`src/rtl/sound_event_scheduler.sv`:
```
// Fixed-priority scheduler that plays short frame-timed melodies for game sound events on one tone bus.
// Optional build macro SND_PREEMPT_EN: a pending win/lose aborts a coin/hit melody at the next frame.
module sound_event_scheduler #(
   parameter int NOTE_FRAMES = 4,
   parameter int GAP_FRAMES  = 1
) (
   input  logic       clk,
   input  logic       resetN,
   input  logic       startOfFrame,
   input  logic       coin_req,
   input  logic       hit_req,
   input  logic       win_req,
   input  logic       lose_req,
   output logic [3:0] tone_code,
   output logic       tone_en,
   output logic [1:0] active_event,
   output logic       busy,
   output logic       done
);

   typedef enum logic [1:0] {IDLE, PLAY, GAP} state_t;

   state_t     state, next_state;
   logic [3:0] req, req_q, req_qq, rise, pending, clear;
   logic [1:0] grant_event, index;
   logic [3:0] count;
   logic       grant, note_end, gap_end, last_note, preempt;

   // Bit position doubles as the event code and as the priority rank.
   assign req  = {lose_req, win_req, hit_req, coin_req};
   assign rise = req_q & ~req_qq;

   function automatic logic [3:0] melody_note(input logic [1:0] ev, input logic [1:0] idx);
      case ({ev, idx})
         4'b00_00: melody_note = 4'd10;
         4'b00_01: melody_note = 4'd12;
         4'b01_00: melody_note = 4'd3;
         4'b10_00: melody_note = 4'd1;
         4'b10_01: melody_note = 4'd5;
         4'b10_10: melody_note = 4'd8;
         4'b10_11: melody_note = 4'd12;
         4'b11_00: melody_note = 4'd12;
         4'b11_01: melody_note = 4'd8;
         4'b11_10: melody_note = 4'd5;
         4'b11_11: melody_note = 4'd2;
         default:  melody_note = 4'd0;
      endcase
   endfunction

   function automatic logic [1:0] last_index(input logic [1:0] ev);
      case (ev)
         2'd0:    last_index = 2'd1;
         2'd1:    last_index = 2'd0;
         default: last_index = 2'd3;
      endcase
   endfunction

   // NOTE: every always_comb output gets a default first so no path can infer a latch.
   always_comb begin
      grant_event = 2'd0;
      if (pending[3])      grant_event = 2'd3;
      else if (pending[2]) grant_event = 2'd2;
      else if (pending[1]) grant_event = 2'd1;
   end

   assign note_end  = startOfFrame && (count == 4'(NOTE_FRAMES - 1));
   assign gap_end   = startOfFrame && (count == 4'(GAP_FRAMES - 1));
   assign last_note = (index == last_index(active_event));

`ifdef SND_PREEMPT_EN
   assign preempt = (state == PLAY) && startOfFrame && !active_event[1] && (pending[3] || pending[2]);
`else
   assign preempt = 1'b0;
`endif

   assign grant = ((state == IDLE) && (pending != 4'd0)) || preempt;
   assign clear = grant ? (4'd1 << grant_event) : 4'd0;

   // NOTE: sequential state uses non-blocking assignments so all registers update from pre-edge values.
   always_ff @(posedge clk or negedge resetN) begin
      if (!resetN) state <= IDLE;
      else         state <= next_state;
   end

   always_comb begin
      next_state = state;
      case (state)
         IDLE: if (pending != 4'd0) next_state = PLAY;
         PLAY: begin
            if (preempt) next_state = PLAY;
            else if (note_end && last_note) next_state = (GAP_FRAMES == 0) ? IDLE : GAP;
         end
         GAP:  if (gap_end) next_state = IDLE;
         default: next_state = IDLE;
      endcase
   end

   always_comb begin
      tone_code = 4'd0;
      tone_en   = 1'b0;
      busy      = (state != IDLE);
      if (state == PLAY) begin
         tone_code = melody_note(active_event, index);
         tone_en   = 1'b1;
      end
   end

   // Request edges, pending set, note/frame counters and the done pulse.
   always_ff @(posedge clk or negedge resetN) begin
      if (!resetN) begin
         req_q        <= 4'd0;
         req_qq       <= 4'd0;
         pending      <= 4'd0;
         active_event <= 2'd0;
         index        <= 2'd0;
         count        <= 4'd0;
         done         <= 1'b0;
      end else begin
         req_q   <= req;
         req_qq  <= req_q;
         pending <= (pending & ~clear) | rise;
         done    <= 1'b0;
         if (grant) begin
            active_event <= grant_event;
            index        <= 2'd0;
            count        <= 4'd0;
         end else if (state == PLAY) begin
            if (note_end) begin
               count <= 4'd0;
               if (last_note) done  <= 1'b1;
               else           index <= index + 2'd1;
            end else if (startOfFrame) begin
               count <= count + 4'd1;
            end
         end else if (state == GAP) begin
            if (gap_end)           count <= 4'd0;
            else if (startOfFrame) count <= count + 4'd1;
         end
      end
   end

endmodule

```
`config.mk`:
```
export PLATFORM = sky130hd
export DESIGN_NAME = sound_event_scheduler
export DESIGN_NICKNAME = d
export VERILOG_FILES = /design/src/rtl/sound_event_scheduler.sv
export SDC_FILE = /design/constraint.sdc
export NUM_CORES = 1
export LEC_CHECK = 0
export ABC_AREA = 1
export ABC_CLOCK_PERIOD_IN_PS = 2600
export BUFFER_PORTS_ARGS = -buffer_cell sky130_fd_sc_hd__buf_2
export CAP_MARGIN = 20
export CORE_ASPECT_RATIO = 1.5
export CORE_UTILIZATION = 40
export DETAILED_ROUTE_END_ITERATION = 10
export GPL_TIMING_DRIVEN = 0
export HOLD_SLACK_MARGIN = 0.05
export PLACE_DENSITY = 0.63
export SLEW_MARGIN = 25
export SYNTH_ARGS = -nofsm -noshare
export SYNTH_HDL_FRONTEND = slang
export SYNTH_SLANG_ARGS = --single-unit
```
`constraint.sdc`:
```
create_clock -name clk -period 2.6 [get_ports clk]
set_input_delay 0.52 -clock clk [delete_from_list [all_inputs] [get_ports clk]]
set_output_delay 0.52 -clock clk [all_outputs]
set_load 0.02 [all_outputs]
```
==> out/results.ini <==
[outcome]
outcome = finished clean

[setup_path]
cp_max_fo = 6
timing.rr.start = state[1]
cp-startpoint = index[0]
worstPathRequired_ps = 2080
slowest_stage = dfrtp_1
cp_slowest_stage_delay_ps = 450
cp_cell_sequence = inv_1 > ha_1 > o21ai_0 > nor3_1 > buf_2
worstSetupPathType = reg -> out
start_kind = flip-flop
critPathArrivalTime_ps = 1540
worst-path-buf-inv = 2
worstSetupEndpointType = output port
path_delay_family = flip-flops

[logic_synthesis]
yosysUniqueCellTypes = 19
synth_seq_cells = 23
synth.yosys.seq_area_share_pct = 49.68
yosysWarnings = 0
syn_area_sq_um = 1159
syn_inst = 136
syn_nets = 150
avgSynthCellArea_sq_um = 8.519

[clocking]
cts_setup_buffers = 0
cts_resized = 0
cts_buffers = 3
insertion_delay_ps = 260
cts.sinks = 23
clk_pin_slew_worst_paths_ps = 80
cts_tree = done
cts-htree-levels = 1
postCtsHoldBufs = 0
cts_buffer_depth = 2
clockRootBuffer = clkbuf_8

[routing]
vias = 923
drc_errors = 0
vias_per_cell = 4.807
routedWlPerCell_um = 10.53
initialDrtViolationCount = 11
ant_nets = 0
wl_um = 2021
drtPass1Iterations = 4

[power]
p_comb_share_pct = 49.1
internal-power_uw = 810.0
p_seq_share_pct = 36.1
peakVddDrop_mv = 0.4179
power_frac_clock_pct = 14.8
p_switching_uw = 685.3
netSwitchingFraction_pct = 45.83
power_mw = 1.495
p_per_area_nw_per_um2 = 1125
power_leakage_nw = 0.6868

[global_route]
track_usage_pct = 16.06
grt_start_max_net_pins = 24
grt_pass1_wl_um = 3574
overflow = 0
grt_antenna_before_repair = 0
grt_pass1_vias = 915

[finish]
ff_latch_area_sq_um = 575.6
final_cell_count_no_fill = 192
insertedDiodeCount = 0
multi_input_area_sq_um = 499.2
layout_common_cells = nand2_1 (27), dfrtp_1 (23), inv_1 (19)
drive_above_1_share_pct = 19.35
final_core_util_pct = 49.12
final_nets = 170
fill_cells = 290
area_growth_pct = 14.69
final_common_cell = nand2_1

[placed_design]
gp_congestion = 0.7930
dp_hpwl_um = 1561
io_buffer_count = 15
dp_cells = 188
dp_slack_ps = 845.9

[floorplan]
rows = 23
fp.dieH_um = 67.92
start_util_pct = 42.83
dieArea_sq_um = 3120
core_area_sq_um = 2705
die_width_um = 45.95
ios = 16

[timing]
tightest_slew_ps = 503.6
fin_crit_ps = 2055
relSlewSlack_pct = 66.43
final.setup_skew_ps = 2.866
fmax_mhz = 486.6
finalCritPeriodShare_pct = 79.04
fin_setup_tns_ps = 0
setup_viol = 0
fin_ws_ps = 544.9
grt_setup_unrepaired = false
slew_viol_final = 0
finalHoldViolations = 0

[run]
drv_cap = 0

[hold_path]
min_path_type = in -> async

==> stage by stage <==
step | area [sq um] | hold slack [ps]
5_1_grt | 1329 | 248.6
3_5_place_dp | 1280 | 361.7
4_1_cts | 1329 | 228.9
6_report | 1329 | 215.3
2_1_floorplan | 1159 | 224.4
3_3_place_gp | 1280 | 358.2
==> power groups by stage <==
stage,Clock [mW],Sequential (mW),Combinational (mW)
after global placement,0,0.542,0.704
after detailed placement,0,0.546,0.738
after global routing,0.246,0.555,0.840
after floorplan,0,0.552,0.527
final,0.222,0.539,0.734
after CTS,0.234,0.539,0.741
==> flip-flops by register name, indices dropped and copies added, names as in the netlist <==
signal and count:
state 2, index 2, req_qq 4, done 1, count 4, pending 4, req_q 4, active_event 2
==> metal layers <==
metal | part of all wire [%] | vias up | global-route usage, % | wire length (um)
li1 | - | 470 | - | -
met1 | 40 | 438 | 15.84 | 804
met2 | 57 | 13 | 29.23 | 1147
met3 | 2.1 | 2 | 2.639 | 43
met4 | 1.3 | 0 | 10.66 | 26
met5 | 0 | - | 0 | 0
==> worst reg2reg max path, delay by kind of cell, from the launching register on <==
| kind | cells | cell delay [ps] |
|---|---|---|
| simple gates | 6 | 680 |
| flops | 1 | 470 |
| buf+inv | 1 | 50 |
==> synthesized netlist by cell type (all sizes together) <==
master,count,area share [%]
nand3,13,6.9
nand2,29,10
inv,21,6.8
nand4,2,1.1
o21ai,13,5.6
nor3,5,2.2
dfrtp,23,50
nor2,17,7.0
ha,7,7.6
a21oi,4,1.7
xnor2,1,0.76
buf,1,0.43
==> logic make-up after synthesis <==
logic type,count (synthesis),synth area share (%)
AO/OA/AOI/OAI,17,7.343
XOR/XNOR,1,0.7561
adder cells (fa/ha/maj),7,7.559
buffers and inverters,22,7.235
flip-flops,23,49.68
AND/OR/NAND/NOR,66,27.43
==> area by class of cell <==
type                       instances  share of cell area [%]
timing repair buffer              15                   5.650
buffer                             1                  0.3766
multi-input combinational         91                   37.57
inverter                          21                   5.932
clock buffer                       3                   3.107
sequential                        23                   43.31
tap                               37                   3.484
clock inverter                     1                  0.5650
==> worst paths after layout <==
path | endpoint | slack (ps) | cells past startpoint
setup / recovery | tone_code[0] | 540 | 5
hold / removal | count[3] | 220 | 1
setup reg to reg | count[1] | 1340 | 7
hold reg to reg | req_qq[0] | 380 | 0
max in group asynchronous | pending[2] | 2040 | 1
min in group clk | req_q[2] | 360 | 1
No activity file was read; power rests on OpenSTA's default activity.
